$ cat src/rtl/dsm_decimator.sv
// rtl/dsm_decimator.sv - third-order CIC decimator turning a 1-bit delta-sigma stream into signed PCM
module dsm_decimator #(
    parameter int DATA_WIDTH = 16,
    parameter int LOG2_R     = 6
) (
    input  logic                  i_clk,
    input  logic                  i_rst_n,
    input  logic                  i_en,
    input  logic                  i_bitstream,
    output logic [DATA_WIDTH-1:0] o_data,
    output logic                  o_valid
);

    localparam int ACC_WIDTH = 3*LOG2_R + 2;
    localparam int SHIFT     = 3*LOG2_R - (DATA_WIDTH-1);

    localparam logic signed [ACC_WIDTH-1:0] SAT_MAX =
        {{(ACC_WIDTH-DATA_WIDTH+1){1'b0}}, {(DATA_WIDTH-1){1'b1}}};
    localparam logic signed [ACC_WIDTH-1:0] SAT_MIN =
        {{(ACC_WIDTH-DATA_WIDTH+1){1'b1}}, {(DATA_WIDTH-1){1'b0}}};

    logic signed [ACC_WIDTH-1:0] integ1, integ2, integ3;
    logic signed [ACC_WIDTH-1:0] sample, dly1, dly2, dly3;
    logic [LOG2_R-1:0]           dec_cnt;
    logic                        pending;
    logic [1:0]                  warm_cnt;

    logic signed [ACC_WIDTH-1:0] in_val;
    logic signed [ACC_WIDTH-1:0] integ1_nxt, integ2_nxt, integ3_nxt;
    logic signed [ACC_WIDTH-1:0] comb1, comb2, comb3, shifted;
    logic [DATA_WIDTH-1:0]       sat_data;
    logic                        tick;

    // Integrators chain on each other's new values, so the sample taken on a
    // tick already includes that cycle's input bit.
    assign in_val     = i_bitstream ? {{(ACC_WIDTH-1){1'b0}}, 1'b1} : {ACC_WIDTH{1'b1}};
    assign integ1_nxt = integ1 + in_val;
    assign integ2_nxt = integ2 + integ1_nxt;
    assign integ3_nxt = integ3 + integ2_nxt;
    assign tick       = i_en && (dec_cnt == {LOG2_R{1'b1}});

    assign comb1   = sample - dly1;
    assign comb2   = comb1 - dly2;
    assign comb3   = comb2 - dly3;
    assign shifted = comb3 >>> SHIFT;

    always_comb begin
        sat_data = shifted[DATA_WIDTH-1:0];
        if (shifted > SAT_MAX) begin
            sat_data = SAT_MAX[DATA_WIDTH-1:0];
        end else if (shifted < SAT_MIN) begin
            sat_data = SAT_MIN[DATA_WIDTH-1:0];
        end
    end

    always_ff @(posedge i_clk or negedge i_rst_n) begin
        if (!i_rst_n) begin
            integ1   <= '0;
            integ2   <= '0;
            integ3   <= '0;
            sample   <= '0;
            dly1     <= '0;
            dly2     <= '0;
            dly3     <= '0;
            dec_cnt  <= '0;
            pending  <= 1'b0;
            warm_cnt <= 2'd0;
            o_data   <= '0;
            o_valid  <= 1'b0;
        end else begin
            o_valid <= 1'b0;
            if (i_en) begin
                integ1  <= integ1_nxt;
                integ2  <= integ2_nxt;
                integ3  <= integ3_nxt;
                dec_cnt <= dec_cnt + LOG2_R'(1);
            end
            // With R >= 2 a tick never lands in the cycle right after another tick.
            if (tick) begin
                sample  <= integ3_nxt;
                pending <= 1'b1;
            end else if (pending) begin
                dly1    <= sample;
                dly2    <= comb1;
                dly3    <= comb2;
                pending <= 1'b0;
                o_data  <= sat_data;
                if (warm_cnt == 2'd3) begin
                    o_valid <= 1'b1;
                end else begin
                    warm_cnt <= warm_cnt + 2'd1;
                end
            end
        end
    end

endmodule

$ cat config.mk
export PLATFORM = sky130hd
export DESIGN_NAME = dsm_decimator
export DESIGN_NICKNAME = d
export VERILOG_FILES = /design/src/rtl/dsm_decimator.sv
export SDC_FILE = /design/constraint.sdc
export NUM_CORES = 1
export LEC_CHECK = 0
export CORE_MARGIN = 2
export CORE_UTILIZATION = 35
export DETAILED_ROUTE_END_ITERATION = 8
export SETUP_SLACK_MARGIN = 0.02
export SLEW_MARGIN = 20
export SYNTH_ARGS = -nofsm -noshare
export SYNTH_HDL_FRONTEND = slang
export SYNTH_SLANG_ARGS = --single-unit
export TNS_END_PERCENT = 50
$ cat constraint.sdc
create_clock -name i_clk -period 7.35 [get_ports i_clk]
set_input_delay 1.47 -clock i_clk [delete_from_list [all_inputs] [get_ports i_clk]]
set_output_delay 1.47 -clock i_clk [all_outputs]
set_load 0.05 [all_outputs]
* Word-level counts from Yosys, hierarchy flattened
Index checks and enable logic that the tools add are counted.
Storage, ports and cells: output and inout bits 17, bits of input ports 4, bits in registers 166, logic and storage cells 36
Cells by class: $add $sub $neg 8, muxes and demuxes 7, bitwise gates (word level) 2, equal/unequal tests 2, reduce and logical (&&, ||, !) cells 3, $lt $le $gt $ge 2
Operators with widths (number):
- adder 20 bit | 3
- subtractor 20 bit | 3
- 2-to-1 mux 16 bit | 2
- 2-to-1 mux 20 bit | 1
- greater-than comparator 17 x 16 -> 1 bit, second input constant | 1
- < comparator 17 x 16 -> 1 bit, second input constant | 1
- adder 6 x 1 -> 6 bit, second input constant | 1
- equality test 6 bit, second input constant | 1
- 2-to-1 mux 1 bit | 4
- AND reduction 3 bit | 1
- adder 2 x 1 -> 2 bit, second input constant | 1
- equality test 2 bit, second input constant | 1
- NOT 1 bit | 2
- AND reduction 2 bit | 1
- logical AND 1 bit | 1

* Longest topological paths before layout
word-level depth 6, mapped depth 29, gate-level depth less buffers 28

* Worst setup path after synthesis
No wires, ideal clock.
kind input to register, start input port i_bitstream, end register sample[19], arrival 6.198 ns, stages on the path 23, library setup time 0.125 ns, buffers on the path 0, setup slack 1.027 ns, data required time 7.225 ns, path through inv_1 -> ha_1 -> nor2b_1 -> o21ai_0 -> a21boi_0 -> o21ai_0 -> a2111oi_0 -> o21a_1 -> o31ai_1 -> a21boi_0 -> ha_1 -> and3_1 -> a21oi_1 -> nand3b_1 -> xor2_1 -> ha_1 -> and3_1 -> a21oi_1 -> o21ai_0 -> o41ai_1 -> xnor2_1 -> xnor2_1 -> mux2_2
Between the ends: longest elaborated chain between the ends 4
RTL lines:
- start: declaration | RTL line 9 | input logic i_bitstream,
- 2-to-1 mux 20 bit | RTL line 36 | assign in_val = i_bitstream ? {{(ACC_WIDTH-1){1'b0}}, 1'b1} : {ACC_WIDTH{1'b1}};
- adder 20 bit | RTL line 37 | assign integ1_nxt = integ1 + in_val;
- via integ1_nxt[14] | RTL line 29 | logic signed [ACC_WIDTH-1:0] integ1_nxt, integ2_nxt, integ3_nxt;
- adder 20 bit | RTL line 38 | assign integ2_nxt = integ2 + integ1_nxt;
- via integ2_nxt[16] | RTL line 29
- adder 20 bit | RTL line 39 | assign integ3_nxt = integ3 + integ2_nxt;
- end signal: assignment | RTL line 80 | sample <= integ3_nxt;
- end: declaration | RTL line 23 | logic signed [ACC_WIDTH-1:0] sample, dly1, dly2, dly3;
The timed path passes the listed nets, and every way through them passes these cells. A chain may end at the register's enable or synchronous reset.

* Worst setup path after layout
start input port i_bitstream, end register integ3[19]
Between the ends: longest elaborated chain between the ends 4
RTL lines:
- 2-to-1 mux 20 bit | RTL line 36
- adder 20 bit | RTL line 37
- via integ1_nxt[12] | RTL line 29
- adder 20 bit | RTL line 38
- via integ2_nxt[15] | RTL line 29
- adder 20 bit | RTL line 39
- end signal: assignment | RTL line 75 | integ3 <= integ3_nxt;
- end: declaration | RTL line 22 | logic signed [ACC_WIDTH-1:0] integ1, integ2, integ3;
The timed path passes the listed nets, and every way through them passes these cells.

==> qor.csv <==
stage;metric;value;unit
global_routing;grt_start_max_net_pins;101;
yosys;async_flop_share;1.000;
critical_path;reg2reg_slack;0.77;ns
yosys;yosysSeqAreaShare;0.3705;
cts;insertion_delay;0.44;ns
cells_and_area;final_layout_size_suffix_gt1_frac;0.1071;
critical_path;critical_path_buf_inv_count;3;
cells_and_area;final_cell_area;12500;um2
global_routing;antenna_found_initial;0;
sta;rsz0062_at_grt;no;
global_routing;busiest_layer;met2;
routing;ant_nets;0;
global_routing;overflow;0;
routing;num_vias;8077;
cts;htree_levels;4;
place;gp_congestion;0.8187;
global_routing;grtUsageMet2;0.2229;
cts;tritoncts;done;
cts;cts-buffers-inserted;17;
sta;finClkSkew;0.01963;ns
die;rows;65;
die;ios;21;
critical_path;critPathMaxStageDelay;0.59;ns
global_routing;grt_pass1_vias;8079;
min_path;hold_class;reg2reg;
flow_run;timing.max_cap.violations;0;
routing;drc_errors;0;
yosys;ys_types;64;
critical_path;crit_top_cell;ha_1;
place;dpl_cell_area;11880;um2
cts;cts-root-buf;clkbuf_16;
sta;fmaxAchievable;146.6;MHz
yosys;ys.flop_type;dfrtp_1;
cts;cts_sinks;166;
sta;finalCritPeriodShare;0.9281;
die;die_w;183.0;um
cells_and_area;syn2layout_area_growth;11.54;%
yosys;synth-edff-count;0;
sta;final_hold_viol_count;0;
die;dieHeight;183.0;um
cells_and_area;fin_util;0.3963;
die;die_area;33480;um2
critical_path;critical_path_class;in2reg;
global_routing;use_met1;0.1741;
yosys;syn_inst;1182;
die;core;31560;um2
cells_and_area;final_nets;1325;
cts;clk_pin_slew;0.07;ns
cells_and_area;antenna_cells;0;
place;dp_hpwl;15.09;mm
critical_path;cp.required;7.71;ns
sta;maxSlewViolCount;0;
cts;clock_path_buffers;2;
place;place.port_buffers;20;
critical_path;crit_fanout;8;
global_routing;grt_pass1_wl;37.05;mm
critical_path;cp.arrival;7.18;ns
critical_path;critPathCaptureType;flop;
critical_path;crit_slowest_cell;a2111oi_0;
cts;hold_buffers;0;
sta;tightest_slew;0.9513;ns
yosys;ys_seq_elements;166;
routing;drt_iter0_drc;312;
critical_path;crit_family;compound AO/OA/AOI/OAI gates;
routing;viasPerCell;4.998;
sta;relSlewSlack;0.3658;
global_routing;gr-usage-met3;0.02482;
yosys;syn_avg_cell_area;9.485;um2
routing;first_pass_iters;4;
routing;drt_wl_total;20.60;mm
status;status;complete, no violations;
sta;min_period;6.822;ns
yosys;yosys_warnings;0;
yosys;syn-num-nets;1305;
global_routing;grt_usage;0.1317;
sta;finalSetupViolCount;0;
routing;routedWlPerCell;12.75;um
die;initial_utilization;0.3553;
yosys;syn_area;11210;um2
critical_path;critPathLaunchType;input pin;
## state kept, by name, indices dropped and copies added, names as in the netlist
name,flops
sample,20
integ1,20
integ3,20
o_valid,1
warm_cnt,2
dly3,20
pending,1
dec_cnt,6
o_data,16
dly2,20
dly1,20
integ2,20
## cell type report
class,count,area [um2]
fill,3127,19050
multi-input combinational,903,6649
sequential,166,4154
tap,402,503.0
clock buffer,18,439.2
inverter,83,311.5
timing repair buffer,31,279.0
clock inverter,13,168.9
## cells by family after synthesis
kind of cell / count (synthesis) / share of synthesized area
adders and majority gates: 119 / 0.1362
buffers and inverters: 113 / 0.03895
DFF: 166 / 0.3705
and+or+nand+nor: 290 / 0.1156
AOI/OAI and AO/OA: 316 / 0.1790
xor gates and xnor gates: 102 / 0.08348
muxes: 76 / 0.07623
## cells in the final DEF, fill, tap and decap left out, types with 18 or more instances in the layout
master,netlist,routed
dfrtp_1,166,166
nand2_1,114,114
ha_1,114,114
o21ai_0,93,91
inv_1,83,83
mux2_2,75,75
xnor2_1,73,73
nor2_1,74,73
a21oi_1,70,70
a21o_1,30,30
xor2_1,26,26
o21a_1,23,23
nor3_1,22,22
nand3_1,20,20
clkdlybuf4s50_1,0,18
## per-stage QoR
step / hold slack [ns] / setup slack (ns) / TNS [ns] / std cells
final: 0.4704 / 0.5285 / 0 / 1616
after global routing: 0.4939 / 0.02107 / 0 / 1616
after CTS: 0.4731 / 0.2460 / 0 / 1615
after detailed placement: 0.4606 / -0.1498 / -0.2075 / 1584
after global placement: 0.4616 / 0.04997 / 0 / 1584
after floorplan: 0.4423 / 1.027 / 0 / 1182
## layer usage
layer	vias up	routed length, um
met5	-	0
li1	4223	-
met3	17	395
met1	3770	10480
met4	0	154
met2	67	9572
## Yosys cell counts, types with 5 or more instances
| cell type | count | area [um2] |
|---|---|---|
| o31ai_1 | 15 | 112.6 |
| o21a_1 | 23 | 172.7 |
| nand3_1 | 20 | 100.1 |
| xnor2_1 | 73 | 639.4 |
| nor2_1 | 74 | 277.8 |
| nand2b_1 | 11 | 68.82 |
| a21boi_0 | 7 | 52.55 |
| o211ai_1 | 11 | 82.58 |
| clkbuf_1 | 22 | 82.58 |
| inv_1 | 83 | 311.6 |
| buf_1 | 5 | 18.77 |
| a211oi_1 | 10 | 75.07 |
| o21ai_0 | 93 | 465.5 |
| a21o_1 | 30 | 225.2 |
| nor3_1 | 22 | 110.1 |
| mux2_2 | 75 | 844.6 |
| nand2_1 | 114 | 427.9 |
| dfrtp_1 | 166 | 4154 |
| or3_1 | 7 | 43.79 |
| a31oi_1 | 13 | 81.33 |
| a21oi_1 | 70 | 350.3 |
| and2_1 | 7 | 43.79 |
| xor2_1 | 26 | 227.7 |
| nor2b_1 | 18 | 112.6 |
| o21bai_1 | 8 | 60.06 |
| ha_1 | 114 | 1426 |
| and3_1 | 6 | 37.54 |
| fa_1 | 5 | 100.1 |
## worst reg2reg max path: cells and delay by family, from the launching register on
kind | cells | cell delay [ns]
DFF | 1 | 0.33
adders and majority gates | 4 | 1.29
AOI/OAI and AO/OA | 10 | 2.29
buffers and inverters | 2 | 0.27
xor gates and xnor gates | 4 | 0.85
and+or+nand+nor | 7 | 1.40
## worst paths after layout
| path | from | endpoint | cells past startpoint |
|---|---|---|---|
| min | dec_cnt[5]$_DFFE_PN0P_ | dec_cnt[5]$_DFFE_PN0P_ | 1 |
| min in group asynchronous | i_rst_n | dly3[2]$_DFFE_PN0P_ | 1 |
| max in group asynchronous | i_rst_n | dly1[8]$_DFFE_PN0P_ | 2 |
| min reg2reg | dec_cnt[5]$_DFFE_PN0P_ | dec_cnt[5]$_DFFE_PN0P_ | 1 |
| max reg2reg | sample[0]$_DFFE_PN0P_ | o_data[3]$_DFFE_PN0P_ | 27 |
| max | i_bitstream | integ3[19]$_DFFE_PN0P_ | 25 |
## what timing repair did
item / 4_1_cts / 5_1_grt
resized for setup: 0 / 3
endpoints found under the setup margin: 0 / 3
setup buffers: 0 / 1
Power is not shown: default switching activity piles up to over one toggle a cycle in this logic, so the estimate is an artifact.
==> edit (same settings) <==
Register the output `o_data` once more, cleared by the reset; this adds one clock of latency there. The other outputs are not delayed to match.
--- a/src/rtl/dsm_decimator.sv
+++ b/src/rtl/dsm_decimator.sv
@@ -18,6 +18,8 @@
         {{(ACC_WIDTH-DATA_WIDTH+1){1'b0}}, {(DATA_WIDTH-1){1'b1}}};
     localparam logic signed [ACC_WIDTH-1:0] SAT_MIN =
         {{(ACC_WIDTH-DATA_WIDTH+1){1'b1}}, {(DATA_WIDTH-1){1'b0}}};
+
+    logic [DATA_WIDTH-1:0] o_data_s0;
 
     logic signed [ACC_WIDTH-1:0] integ1, integ2, integ3;
     logic signed [ACC_WIDTH-1:0] sample, dly1, dly2, dly3;
@@ -65,7 +67,7 @@
             dec_cnt  <= '0;
             pending  <= 1'b0;
             warm_cnt <= 2'd0;
-            o_data   <= '0;
+            o_data_s0 <= '0;
             o_valid  <= 1'b0;
         end else begin
             o_valid <= 1'b0;
@@ -84,7 +86,7 @@
                 dly2    <= comb1;
                 dly3    <= comb2;
                 pending <= 1'b0;
-                o_data  <= sat_data;
+                o_data_s0 <= sat_data;
                 if (warm_cnt == 2'd3) begin
                     o_valid <= 1'b1;
                 end else begin
@@ -94,5 +96,13 @@
         end
     end
 
+    always_ff @(posedge i_clk or negedge i_rst_n) begin
+        if (!i_rst_n) begin
+            o_data <= '0;
+        end else begin
+            o_data <= o_data_s0;
+        end
+    end
+
 endmodule
 
Check against the original RTL: no difference found for any inputs over 10 cycles, from zero or initial values and one cycle with i_rst_n low; that may be too few to reach the edited logic, so the function may still have changed.
==> edit against the unedited design <==
- synthesized area rose by 5.3%
- hold slack got worse by 0.095 ns
- worst setup slack improved by 0.030 ns
- cell area rose by 5.7%
- cell count rose by 7.0%
- routed wire length rose by 5.7%
- sequential cell count rose by 16
Power is not shown: default switching activity piles up to over one toggle a cycle in this logic, so the estimate is an artifact.
==> edit: results (changes against the unedited design) <==
outcome=complete, no violations; RR Endpoint=o_data_s0[11]; share of flip-flops with an asynchronous set or reset=100% (unchanged); largest net degree at the start of global routing=107 (+5.9%); cell family with most CP delay=compound AO/OA/AOI/OAI gates; R2R depth=28 (+3.7%); H-tree levels=4 (unchanged); post-synth net total=1373 (+5.2%); Slowest-stage cell, CP=clkdlybuf4s50_1; ranking of synthesized cells by area=dfrtp_1 39%, ha_1 12%, mux2_2 7.2%, xnor2_1 5.4%, o21ai_0 4.4%; CTS Buf Count=17 (unchanged); setup TNS=0 ns (unchanged); clk_skew=0.0148 ns (-0.00484 ns); IO Port Bufs=20 (unchanged); post-CTS sizing=0 (unchanged); Hold Path Cell Cnt=0 (-1); clk root buf=clkbuf_16; crit-path max FO=16 (+8); ratio of cells with drive above 1 in the final layout=10.9% (+0.14 points); vias in the first global route=8273 (+2.4%); starting DRC count in detailed routing=245 (-21%); DR vias=8435 (+4.4%); slowest stage delay, CP=0.57 ns (-0.02 ns); initial antenna violation count=0 (unchanged); Ys Warns=0 (unchanged); hold_sp=o_data_s0[8]; Critical Path Source=i_bitstream; first-pass GRT wire length=38900 um (+5.0%); CTS max path bufs=2 (unchanged); Worst R2R Start=sample[0]; vias per cell=4.88 (-2.4%); GRT Total Usage=13.1% (-0.085 points); antenna cells=0 (unchanged); crit path DAT=7.11 ns (-0.07 ns); top post-synthesis cells by count=182 x dfrtp_1, 117 x nand2_1, 114 x ha_1, 103 x o21ai_0, 96 x inv_1; routed length per instance=12.6 um (-1.2%); Final HPWL DP=15600 um (+3.5%); sequential area share after synthesis=38.6% (+1.5 points); Worst Max-Slew Pin Slew=0.912 ns (-0.0390 ns); WHS Endpoint=o_data[8]; HP Class=flip-flop to flip-flop; Post-synth EDFFs=0 (unchanged); # DRC=0 (unchanged); Synth Flop Type=dfrtp_1; Placer Congestion=0.847 (+3.5%); worst-skew pair later-pin latency=between 0.4 and 0.5 ns; Cell variety after synth=67 (+4.7%); WHS=0.375 ns (-0.0951 ns); Post-CTS Setup Inserts=0 (unchanged); Clk pin slew, worst setup/hold paths=0.07 ns (about the same); r2r setup slk=0.92 ns (+0.15 ns); TritonRoute pass-1 iters=4 (unchanged)
-- edit: cells by family (layout without fill, tap and decap cells) --
group / count (synthesis) / after routing / share of synthesized area (%)
and+or+nand+nor: 309 / 309 / 11.9
buffers and inverters: 127 / 158 / 4.17
adders and majority gates: 119 / 119 / 12.9
DFF: 182 / 182 / 38.6
muxes: 76 / 76 / 7.24
AOI/OAI and AO/OA: 339 / 339 / 17.6
xor gates and xnor gates: 98 / 98 / 7.58
-- edit: per-layer routing --
layer	part of all wire, %	vias to the layer above	GRT usage [%]
li1	-	4427	-
met1	50	3922	17.6
met2	47	73	22.0
met3	2.2	13	2.34
met4	0.91	0	2.88
met5	0	-	0
-- edit: final cells by class --
| cell class | instances | area, um^2 |
|---|---|---|
| fill | 3335 | 20100 |
| multi-input combinational | 941 | 6770 |
| tap | 448 | 561 |
| timing repair buffer | 30 | 278 |
| clock buffer | 19 | 453 |
| clock inverter | 13 | 240 |
| sequential | 182 | 4550 |
| inverter | 96 | 360 |
-- edit: through the flow --
step | setup WS, ns | util, % | instances | area (um^2)
floorplan | 0.984 | - | 1250 | 11800
global placement | 0.190 | 37.5 | 1697 | 12500
detailed placement | 0.137 | 37.5 | 1697 | 12500
CTS | 0.518 | 39.6 | 1729 | 13200
global route | 0.0140 | 39.6 | 1729 | 13200
finish | 0.558 | 39.6 | 1729 | 13200
-- edit: how the worst max path moves through the flow --
stage               slack (ns)  depth (start not counted)          to
finish                    0.56                         24  integ3[16]
global route              0.01                         24  integ3[16]
CTS                       0.52                         24  integ3[16]
detailed placement        0.14                         26  integ3[16]
global placement          0.19                         26  sample[16]
floorplan                 0.98                         23  integ3[16]
